**config.mk**
```make
export PLATFORM = sky130hd
export DESIGN_NAME = decode_queue
export DESIGN_NICKNAME = d
export VERILOG_FILES = /design/src/rtl/decode_queue.sv
export SDC_FILE = /design/constraint.sdc
export NUM_CORES = 1
export LEC_CHECK = 0
export CORE_MARGIN = 2
export CORE_UTILIZATION = 30
export DETAILED_ROUTE_END_ITERATION = 6
export PLACE_DENSITY = 0.5
export SLEW_MARGIN = 40
export SYNTH_ARGS = -nofsm -noshare
export SYNTH_HDL_FRONTEND = slang
export SYNTH_SLANG_ARGS = --single-unit
```
**constraint.sdc**
```tcl
create_clock -name clk -period 6.4 [get_ports clk]
set_input_delay 0.64 -clock clk [delete_from_list [all_inputs] [get_ports clk]]
set_output_delay 0.64 -clock clk [all_outputs]
set_load 0.005 [all_outputs]
```
**src/rtl/decode_queue.sv**
```systemverilog
// rtl/decode_queue.sv - decode-at-enqueue instruction FIFO between IF and EX
module decode_queue #(
  parameter int WORD  = 32,
  parameter int DEPTH = 4,
  parameter int CNT_W = $clog2(DEPTH) + 1
) (
  input  logic             clk,
  input  logic             rst,
  input  logic             flush,
  input  logic             in_valid,
  output logic             in_ready,
  input  logic [WORD-1:0]  in_inst,
  input  logic [WORD-1:0]  in_pc,
  output logic             out_valid,
  input  logic             out_ready,
  output logic [WORD-1:0]  out_inst,
  output logic [WORD-1:0]  out_pc,
  output logic [2:0]       out_reg_wb,
  output logic [1:0]       out_mem,
  output logic             out_branch,
  output logic [CNT_W-1:0] count
);

  localparam int PTR_W = $clog2(DEPTH);

  // Result-select encodings shared with the EX stage
  localparam logic [1:0] RES_ALU = 2'b00;
  localparam logic [1:0] RES_MEM = 2'b01;
  localparam logic [1:0] RES_CMP = 2'b10;

  logic [PTR_W-1:0] wr_ptr_q, wr_ptr_d;
  logic [PTR_W-1:0] rd_ptr_q, rd_ptr_d;
  logic [CNT_W-1:0] count_q, count_d;

  // Per-entry storage; ctl packs {reg_write, res_sel[1:0], mem_read, mem_write, branch}
  logic [WORD-1:0] inst_q [DEPTH];
  logic [WORD-1:0] pc_q   [DEPTH];
  logic [5:0]      ctl_q  [DEPTH];

  logic       push;
  logic       pop;
  logic       full;
  logic       dec_reg_write;
  logic [1:0] dec_res_sel;
  logic       dec_mem_read;
  logic       dec_mem_write;
  logic       dec_branch;
  logic [5:0] dec_ctl;

  assign full      = (count_q == CNT_W'(DEPTH));
  assign in_ready  = !rst && !flush && !full;
  assign out_valid = (count_q != '0);
  assign push      = in_valid && in_ready;
  // A pop in a flush or reset cycle is swallowed by the clear
  assign pop       = out_valid && out_ready && !flush && !rst;

  // Decode control fields from the incoming instruction word
  always_comb begin
    dec_reg_write = (in_inst[31:26] == 6'b010011) ||
                    (in_inst[31:26] == 6'b010101) ||
                    !in_inst[30];
    if (in_inst[30])
      dec_res_sel = RES_CMP;
    else if (in_inst[29])
      dec_res_sel = RES_MEM;
    else
      dec_res_sel = RES_ALU;
    dec_mem_read  = (in_inst[31:24] == 8'b00101000);
    dec_mem_write = (in_inst[31:24] == 8'b00101001);
    dec_branch    = (in_inst[31:30] == 2'b01);
    dec_ctl       = {dec_reg_write, dec_res_sel, dec_mem_read, dec_mem_write, dec_branch};
  end

  // Next-state for pointers and occupancy; flush empties the queue
  always_comb begin
    wr_ptr_d = wr_ptr_q;
    rd_ptr_d = rd_ptr_q;
    count_d  = count_q;
    if (flush) begin
      wr_ptr_d = '0;
      rd_ptr_d = '0;
      count_d  = '0;
    end else begin
      if (push) wr_ptr_d = wr_ptr_q + PTR_W'(1);
      if (pop)  rd_ptr_d = rd_ptr_q + PTR_W'(1);
      if (push && !pop)
        count_d = count_q + CNT_W'(1);
      else if (pop && !push)
        count_d = count_q - CNT_W'(1);
    end
  end

  // Pointer and count registers
  always_ff @(posedge clk) begin
    if (rst) begin
      wr_ptr_q <= '0;
      rd_ptr_q <= '0;
      count_q  <= '0;
    end else begin
      wr_ptr_q <= wr_ptr_d;
      rd_ptr_q <= rd_ptr_d;
      count_q  <= count_d;
    end
  end

  // Entry write; entry 0 is cleared on reset so the head reads zero afterwards
  always_ff @(posedge clk) begin
    if (rst) begin
      inst_q[0] <= '0;
      pc_q[0]   <= '0;
      ctl_q[0]  <= '0;
    end else if (push) begin
      inst_q[wr_ptr_q] <= in_inst;
      pc_q[wr_ptr_q]   <= in_pc;
      ctl_q[wr_ptr_q]  <= dec_ctl;
    end
  end

  assign out_inst   = inst_q[rd_ptr_q];
  assign out_pc     = pc_q[rd_ptr_q];
  assign out_reg_wb = ctl_q[rd_ptr_q][5:3];
  assign out_mem    = ctl_q[rd_ptr_q][2:1];
  assign out_branch = ctl_q[rd_ptr_q][0];
  assign count      = count_q;

endmodule

```
==> results.txt, run 1 <==
----------------------------------------------------
[Worst setup path]
  WP data required ... 5760 ps
  Critical path cell sequence ... buf_12 > buf_4 > mux4_2 > clkdlybuf4s50_1
  Worst Path Max Fanout ... 26
  Critical Path End Type ... output pin
  Startpoint kind of the worst setup timing path ... flop
  CP max-delay cell ... mux4_2
  Data arrival, critical path ... 2960 ps
  Worst stage delay on the critical path ... 630 ps
  Setup CP Type ... reg -> out

[Power and ir drop]
  Net switching power ... 0.000775 W
  Total leakage power ... 4.26 nW
  Internal power of the cells ... 0.00314 W
  Clock share of power ... 41.3%
  Fraction of power consumed by combinational cells ... 5.6%
  Sw frac ... 19.8%
  Power, Total ... 0.00392 W
  Pwr Density ... 282 nW/um2
  Share of power burned in registers ... 53.1%
  Worst IR Drop VDD ... 0.188 mV

[CTS]
  Num CTS Buffers ... 30
  Number of hold buffers added after cts ... 0
  Worst-Skew Late Latency ... 550 ps
  Maximum buffer depth of the clock tree ... 3
  Number of gates resized after CTS ... 0
  CTS tree ... yes
  Reg clk slew, reported paths ... 60 ps
  Setup Buffers After CTS ... 0
  Count of H-tree levels built during CTS ... 1
  CTS root buf ... clkbuf_16
  Count of clock tree sinks ... 285

[Detailed routing]
  Routed length on met2 ... 11.5 mm
  Number of DRC markers in iteration 0 ... 315
  Wire per inst ... 20.0 um
  Top routing layer used ... met4
  Routed length on met3 ... 1.06 mm
  Total Routed Length ... 22.8 mm
  Antenna viol nets, final ... 0
  Routed via count ... 5,222
  Detail-routed via count per cell ... 4.58
  Drt pass-1 iters ... 4
  DRC violation count after routing ... 0
  Met1 Routed Length ... 9.74 mm

[Final layout]
  Final non-filler cell total ... 1,139
  Area growth from synthesis to final layout ... 27.7%
  Diodes inserted ... 0
  Layout cells sized above 1 ... 19.8%
  Final Net Count ... 725

[Hold path]
  Type of the tightest min-delay check ... reg -> reg

[Timing]
  Setup repair after global routing missed its margin ... false
  Worst-margin pin slew ... 723 ps
  Worst slew margin relative to its limit ... 51.8%
  Fin Setup TNS ... 0 ps
  Final worst path period share ... 56.2%
  Clock period minus final worst setup slack ... 3600 ps
  Final Setup Violations ... 0
  Number of endpoints with negative hold slack in the final report ... 0
  Upper clock frequency limit ... 0.278 GHz
  Clock skew after layout ... 19.4 ps
  Pins over their slew limit ... 0

[Floorplan]
  CORE AREA ... 35,700 um2
  Die outline height ... 195 um
  Area enclosed by the die boundary ... 37,800 um2
  Number of placement rows ... 69
  I/O pin count ... 144
  Die width ... 195 um
  Initial Util ... 30.5%

[Logic synthesis]
  Total standard cell area after synthesis ... 10,900 um2
  Sequential area share after synthesis ... 77.8%
  Main flop type after synthesis ... edfxtp_1
  Register bit total from synthesis ... 285
  EDFF count, synth ... 276
  Synthesized netlist net count ... 565
  Number of instances in the synthesized netlist ... 494
  Warnings, synthesis ... 0
  Distinct cell type count of the synthesized netlist ... 35
  Fraction of registers with async set/reset ... 0%
  Post-Synthesis Mean Instance Area ... 22.0 um2

[Place]
  Routability Congestion ... 0.711
  Detailed placer's ending HPWL ... 13.6 mm
  Placed Cells incl. Taps ... 1,083
  Total of buffers placed on input and output ports ... 143

[Global routing]
  Total congestion overflow ... 0
  Number of global-route vias before repair ... 5,690
  Wire length of the first global-routing pass ... 34.4 mm
  Overall fraction of global-route tracks in use ... 12.0%
  Pin count of the biggest net entering global routing ... 70
  Number of antenna violations at the first check in global routing ... 0

[Status]
  Run status ... finished, final reports clean

[Run]
  Number of max-capacitance violations reported ... 0

----------------------------------------------------
-- cells in the mapped netlist (2+ instances only) --
cell type	n	area share, %
nor3_1	2	0.092
mux4_2	69	14
xor2_1	5	0.40
dfxtp_1	9	1.7
edfxtp_1	276	76
or3_1	2	0.11
buf_6	3	0.31
nand3_1	2	0.092
and2_1	64	3.7
o21ai_0	2	0.092
mux2i_1	2	0.18
buf_2	9	0.41
buf_4	2	0.14
nor3b_1	2	0.14
nor2_1	13	0.45
a21oi_1	2	0.092
inv_1	3	0.10
clkbuf_1	10	0.34
-- final timing paths --
kind	startpoint	endpoint	slack [ps]	cells past startpoint
max	flop	out_pc[20]	2800	4
min	rd_ptr_q[1]	rd_ptr_q[1]	530	2
max reg2reg	count[0]	count[2]	3560	9
min reg2reg	rd_ptr_q[1]	rd_ptr_q[1]	530	2
-- power by group through the flow --
stage	Sequential [W]	Combinational [W]	Clock (W)
after global placement	0.00212	0.000218	0
after CTS	0.00208	0.000228	0.00166
final	0.00208	0.000221	0.00162
after global routing	0.00208	0.000238	0.00173
after floorplan	0.00212	0.0000853	0
after detailed placement	0.00212	0.000226	0
-- registers in the layout, summed over array words and instances (netlist names), named ones only --
name	flops
wr_ptr_q	2
ctl_q	24
rd_ptr_q	2
count	3
inst_q	124
pc_q	128
-- layout make-up --
type,instances,area [um2]
fill,3229,21800
timing repair buffer,153,1600
sequential,285,8480
multi-input combinational,180,2300
clock inverter,13,75.1
tap,461,577
inverter,4,17.5
clock buffer,43,862
-- layout by cell type, fill, tap and decap left out, types with 2 or more instances in the layout --
cell             synthesis  routed
edfxtp_1               276     276
clkdlybuf4s50_1          0     143
mux4_2                  69      69
and2_1                  64      64
clkbuf_16                0      32
nor2_1                  13      11
clkbuf_1                10       9
clkinv_2                 0       7
dfxtp_1                  9       7
buf_12                   0       6
xor2_1                   5       5
inv_1                    3       3
clkbuf_8                 0       3
clkinv_4                 0       3
inv_4                    0       2
or3_1                    2       2
nand3_1                  2       2
nor3b_1                  2       2
nor2_4                   0       2
a21oi_1                  2       2
o21ai_0                  2       2
mux2i_1                  2       2
dfxtp_4                  0       2
clkinv_1                 0       2
buf_6                    3       2
-- metal layers --
layer / GRT usage (%) / up-vias
met2: 21.2 / 134
met4: 2.79 / 0
li1: - / 2337
met1: 15.1 / 2711
met5: 0 / -
met3: 2.38 / 40
-- logic make-up after synthesis --
family / Yosys count / share of synthesized area (%)
adder cells (fa/ha/maj): 2 / 0.299
AND/OR/NAND/NOR: 94 / 5.24
AO/OA/AOI/OAI: 8 / 0.471
XOR/XNOR: 5 / 0.402
buffers and inverters: 29 / 1.38
flip-flops: 285 / 77.8
multiplexers: 71 / 14.5
-- through the flow --
step	instance area [um2]	utilization, %	setup WS (ps)	hold slack, ps
2_1_floorplan	10900	-	50.5	462
3_3_place_gp	12800	36.0	2310	510
3_5_place_dp	13000	36.3	2620	518
4_1_cts	13900	39.0	2670	538
5_1_grt	13900	39.0	2570	568
6_report	13900	39.0	2800	530
-- worst max-delay path, delay by kind of cell, from the launching register on --
family	cells	cell delay (ps)
muxes	1	630
DFF	1	560
buffers and inverters	3	1220
No activity file was read; power rests on OpenSTA's default activity.
==> run 2, diff against run 1 <==
==> constraint.sdc (replaced) <==
create_clock -name clk -period 3 [get_ports clk]
set_input_delay 0.3 -clock clk [delete_from_list [all_inputs] [get_ports clk]]
set_output_delay 0.3 -clock clk [all_outputs]
set_load 0.005 [all_outputs]
==> run 2 against run 1 <==
- count of clock-buffer cells in the layout fell by 7
- largest power group unchanged
- worst setup slack got worse by 2600 ps
- sequential cell count did not move
- critical endpoint is now out_inst[31]
- via count rose by 0.75%
- total power rose by 120%
- worst hold slack got worse by 45 ps
==> results.txt, run 2 (same netlist as run 1, synthesis figures left out) <==
----------------------------------------------------
[Detailed routing]
  Top routing layer used ... met4
  Antenna viol nets, final ... 0
  DRC violation count after routing ... 0
  Routed length on met2 ... 11.7 mm
  Met1 Routed Length ... 10.0 mm
  Routed length on met3 ... 1.19 mm
  Number of DRC markers in iteration 0 ... 285
  Wire per inst ... 20.4 um
  Detail-routed via count per cell ... 4.59
  Drt pass-1 iters ... 4
  Total Routed Length ... 23.4 mm
  Routed via count ... 5,261

[Place]
  Area after DPL ... 13,100 um2
  Total of buffers placed on input and output ports ... 143
  Routability Congestion ... 0.696
  Detailed placer's ending HPWL ... 14.6 mm

[Final layout]
  Regs by FF count ... pc_q: 128 flops, inst_q: 124 flops, ctl_q: 24 flops
  Area growth from synthesis to final layout ... 29.5%
  Post-route standard cell area excluding fillers ... 14,100 um2
  Commonest cells after routing, fill and taps aside ... edfxtp_1 (276), clkdlybuf4s50_1 (143), mux4_2 (69)
  Most common cell after layout, fill and taps aside ... edfxtp_1
  Final Net Count ... 732
  Max FFs per register ... 128
  Layout cells sized above 1 ... 20.7%
  Diodes inserted ... 0
  Register with the most flip-flops ... pc_q
  Share of the core filled with cells in the final layout ... 39.6%

[Timing]
  Pins over their slew limit ... 0
  Setup repair after global routing missed its margin ... false
  Number of endpoints with negative hold slack in the final report ... 0
  Clock period minus final worst setup slack ... 2820 ps
  Worst-margin pin slew ... 667 ps
  Worst slew margin relative to its limit ... 55.4%
  Upper clock frequency limit ... 0.354 GHz
  Final worst path period share ... 94.2%
  Final Setup Violations ... 0
  Clock skew after layout ... 8.85 ps

[CTS]
  Number of gates resized after CTS ... 0
  Maximum buffer depth of the clock tree ... 3
  CTS root buf ... clkbuf_16
  Num CTS Buffers ... 30
  Setup Buffers After CTS ... 0
  Reg clk slew, reported paths ... 60 ps
  Count of clock tree sinks ... 285
  Worst-Skew Late Latency ... 540 ps
  Count of H-tree levels built during CTS ... 1
  Number of hold buffers added after cts ... 0
  CTS tree ... yes

[Worst setup path]
  Worst Path Max Fanout ... 21
  Startpoint kind of the worst setup timing path ... flop
  Data arrival, critical path ... 2520 ps
  Worst stage delay on the critical path ... 640 ps
  CP max-delay cell ... dfxtp_4
  WP data required ... 2700 ps
  Critical Path End Type ... output pin
  Critical path cell sequence ... buf_12 > mux4_2 > clkdlybuf4s50_1
  Setup CP Type ... reg -> out

[Power and ir drop]
  Internal power of the cells ... 0.00711 W
  Sw frac ... 19.1%
  Pwr Density ... 623 nW/um2
  Net switching power ... 0.00168 W
  Fraction of power consumed by combinational cells ... 5.5%
  Worst IR Drop VDD ... 0.398 mV
  Share of power burned in registers ... 50.5%
  Total leakage power ... 4.36 nW
  Clock share of power ... 44.1%

[Run]
  Number of max-capacitance violations reported ... 0

[Global routing]
  Wire length of the first global-routing pass ... 35.5 mm
  Pin count of the biggest net entering global routing ... 70
  Number of antenna violations at the first check in global routing ... 0
  Total congestion overflow ... 0
  Number of global-route vias before repair ... 5,769
  Overall fraction of global-route tracks in use ... 12.3%

[Floorplan]
  Initial Util ... 30.5%
  Number of placement rows ... 69
  CORE AREA ... 35,700 um2
  Die outline height ... 195 um
  Area enclosed by the die boundary ... 37,800 um2
  I/O pin count ... 144
  Die width ... 195 um

[Hold path]
  Type of the tightest min-delay check ... in -> reg

[Status]
  Run status ... finished, final reports clean

----------------------------------------------------
-- run 2: changes by cell type in the layout (fill, tap and decap cells not counted), moves of 2 or more --
cell,before,now
clkbuf_8,3,0
buf_4,1,7
clkbuf_1,9,5
inv_4,2,0
inv_6,0,3
buf_12,6,10
clkinv_4,3,0
bufinv_16,0,6
buf_6,2,0
clkinv_1,2,5
-- run 2: layout make-up --
type / instances / area (um2)
fillers: 3186 / 21500
flip-flops and latches: 285 / 8480
multi-input cells: 180 / 2310
repair buffers: 160 / 1680
clock buffers: 36 / 795
well taps: 461 / 577
clock inverters: 20 / 255
inverters: 4 / 15.0
-- run 2: worst max-delay path, delay by kind of cell (launching register included) --
family   cells  cell delay, ps
flops        1             640
buf+inv      2             740
mux          1             570
-- run 2: power groups by stage --
stage	Combinational, W	Clock (W)	Sequential [W]
floorplan	0.000183	0	0.00451
global placement	0.000488	0	0.00452
detailed placement	0.000490	0	0.00452
CTS	0.000494	0.00397	0.00444
global route	0.000515	0.00410	0.00444
finish	0.000479	0.00387	0.00444
-- run 2: path summary, 6_finish.rpt --
kind	end	slack, ps	depth (start not counted)	start
max	out_inst[31]	180	3	flop
min reg2reg	flop	520	2	rd_ptr_q[0]
min	inst_q[3][11]	490	2	in_inst[11]
max reg2reg	count[2]	680	8	count[0]
-- run 2: routing by layer --
layer	up-vias	GRT usage, %
li1	2342	-
met1	2754	15.9
met2	129	21.2
met3	36	2.67
met4	0	3.16
met5	-	0
-- run 2: metrics by stage --
| step | setup TNS, ps | power [W] | setup WS, ps | hold slack (ps) | cells |
|---|---|---|---|---|---|
| 4_1_cts | 0 | 0.00890 | 77.8 | 461 | 1146 |
| 3_3_place_gp | 0 | 0.00501 | 266 | 504 | 1090 |
| 3_5_place_dp | 0 | 0.00501 | 156 | 510 | 1090 |
| 6_report | 0 | 0.00879 | 175 | 485 | 1146 |
| 5_1_grt | 0 | 0.00906 | 2.98 | 477 | 1146 |
| 2_1_floorplan | -13390 | 0.00470 | -97.0 | 472 | 494 |
==> run 3, diff against run 2 <==
--- a/config.mk
+++ b/config.mk
@@ -6,10 +6,11 @@
 export NUM_CORES = 1
 export LEC_CHECK = 0
 export CORE_MARGIN = 2
-export CORE_UTILIZATION = 30
+export CORE_UTILIZATION = 47
 export DETAILED_ROUTE_END_ITERATION = 6
-export PLACE_DENSITY = 0.5
+export PLACE_DENSITY = 0.72
 export SLEW_MARGIN = 40
 export SYNTH_ARGS = -nofsm -noshare
 export SYNTH_HDL_FRONTEND = slang
 export SYNTH_SLANG_ARGS = --single-unit
+export TNS_END_PERCENT = 30
==> run 3 against run 2 <==
- via count is 1.0% higher
- utilization is 21 points higher
- die area is 36% lower
- count of clock-buffer cells in the layout is 1 lower
- highest routed layer unchanged
- cell area is 2.2% lower
==> results.txt, run 3 (same netlist as run 1, synthesis figures left out) <==
----------------------------------------------------
[CTS]
  Maximum buffer depth of the clock tree ... 3
  Reg clk slew, reported paths ... 60 ps
  Num CTS Buffers ... 28
  CTS tree ... yes
  Count of H-tree levels built during CTS ... 1
  Number of hold buffers added after cts ... 0
  CTS root buf ... clkbuf_16
  Worst-Skew Late Latency ... 520 ps
  Setup Buffers After CTS ... 0
  Count of clock tree sinks ... 285
  Number of gates resized after CTS ... 0

[Place]
  Area after DPL ... 12,900 um2
  Detailed placer's ending HPWL ... 13.0 mm
  Dpl ws ... 267 ps
  Total of buffers placed on input and output ports ... 143
  Routability Congestion ... 0.782
  Placed Cells incl. Taps ... 917

[Worst setup path]
  Setup CP Type ... reg -> out
  Data arrival, critical path ... 2360 ps
  Critical path cell sequence ... buf_12 > buf_12 > mux4_2 > clkdlybuf4s50_1
  WP data required ... 2700 ps
  Critical Path End Type ... output pin
  Startpoint kind of the worst setup timing path ... flop
  Critical Path Most Common Cell ... buf_12
  Worst stage delay on the critical path ... 560 ps
  Worst Path Max Fanout ... 23
  CP max-delay cell ... mux4_2

[Timing]
  Final worst path period share ... 88.8%
  Clock skew after layout ... 11.6 ps
  Final worst slack ... 336 ps
  Worst slew margin relative to its limit ... 64.9%
  Upper clock frequency limit ... 0.375 GHz
  Worst-margin pin slew ... 525 ps
  Final Setup Violations ... 0
  Setup repair after global routing missed its margin ... false
  Pins over their slew limit ... 0
  Clock period minus final worst setup slack ... 2660 ps
  Number of endpoints with negative hold slack in the final report ... 0

[Detailed routing]
  Drt pass-1 iters ... 4
  DRC violation count after routing ... 0
  Wire per inst ... 21.3 um
  Number of DRC markers in iteration 0 ... 284
  Detail-routed via count per cell ... 5.45
  Routed via count ... 5,314
  Antenna viol nets, final ... 0
  Total Routed Length ... 20.7 mm

[Global routing]
  Wire length of the first global-routing pass ... 31.9 mm
  Met1 track demand over resource in global routing ... 22.0%
  Busiest grt layer ... met2
  Number of global-route vias before repair ... 5,722
  GR Util met3 ... 3.49%
  Total congestion overflow ... 0
  Overall fraction of global-route tracks in use ... 17.4%
  Number of antenna violations at the first check in global routing ... 0
  GR Layer Usage met2 ... 31.1%
  Pin count of the biggest net entering global routing ... 47

[Hold path]
  Type of the tightest min-delay check ... in -> reg

[Power and ir drop]
  Pwr Density ... 584 nW/um2
  Total leakage power ... 4.32 nW
  Power, Total ... 0.00806 W
  Worst IR Drop VDD ... 0.449 mV

[Final layout]
  Max FFs per register ... 128
  Commonest cells after routing, fill and taps aside ... edfxtp_1 (276), clkdlybuf4s50_1 (143), mux4_2 (69)
  Final Net Count ... 741
  Final non-filler cell total ... 975
  Share of the core filled with cells in the final layout ... 60.7%
  Regs by FF count ... pc_q: 128 flops, inst_q: 124 flops, ctl_q: 24 flops
  Post-route standard cell area excluding fillers ... 13,800 um2
  Register with the most flip-flops ... pc_q
  Layout cells sized above 1 ... 20.1%
  Most common cell after layout, fill and taps aside ... edfxtp_1
  Diodes inserted ... 0
  Area growth from synthesis to final layout ... 26.6%

[Run]
  Number of max-capacitance violations reported ... 0

[Floorplan]
  CORE AREA ... 22,700 um2
  Die outline height ... 156 um
  Number of placement rows ... 55
  Area enclosed by the die boundary ... 24,400 um2
  I/O pin count ... 144
  Initial Util ... 48.0%
  Die width ... 156 um

[Status]
  Run status ... finished, final reports clean

----------------------------------------------------
[run 3: cell count changes in the layout (fill, tap and decap cells not counted), sizes merged]
| cell | delta |
|---|---|
| clkbuf | -1 |
| clkinv | +3 |
| buf | +11 |
| bufinv | -5 |
| inv | -3 |
[run 3: path summary, 6_finish.rpt]
path,slack (ps),from,cells after the start,to
setup / recovery,340,flop,4,out_inst[1]
setup reg to reg,760,count[1],8,count[2]
hold reg to reg,530,rd_ptr_q[1],2,rd_ptr_q[1]
hold / removal,500,in_inst[0],2,inst_q[3][0]
[run 3: worst max-delay path, delay by kind of cell (launching register included)]
kind | cells | cell delay [ps]
muxes | 1 | 560
DFF | 1 | 430
buffers and inverters | 3 | 840
[run 3: area by class of cell]
type,instances,area [um2]
flip-flops and latches,285,8480
multi-input cells,180,2310
clock inverters,15,85.1
repair buffers,171,1800
inverters,4,15.0
fillers,1621,8920
clock buffers,35,748
well taps,285,357
[run 3: per-layer routing]
metal	up-vias	part of all wire [%]	wire length, um
li1	2364	-	-
met1	2748	40	8260
met2	165	53	10900
met3	37	5.8	1200
met4	0	1.8	366
met5	-	0	0
[run 3: where the power goes]
part	total, W	internal (W)	switching, W
Combinational	0.000474	0.000294	0.000180
Clock	0.00315	0.00183	0.00132
Sequential	0.00443	0.00441	0.0000209
Total	0.00806	0.00654	0.00152
[run 3: through the flow]
step	TNS, ps	hold WS, ps
floorplan	-13390	472
global placement	0	509
detailed placement	0	523
CTS	0	490
global route	0	497
finish	0	505
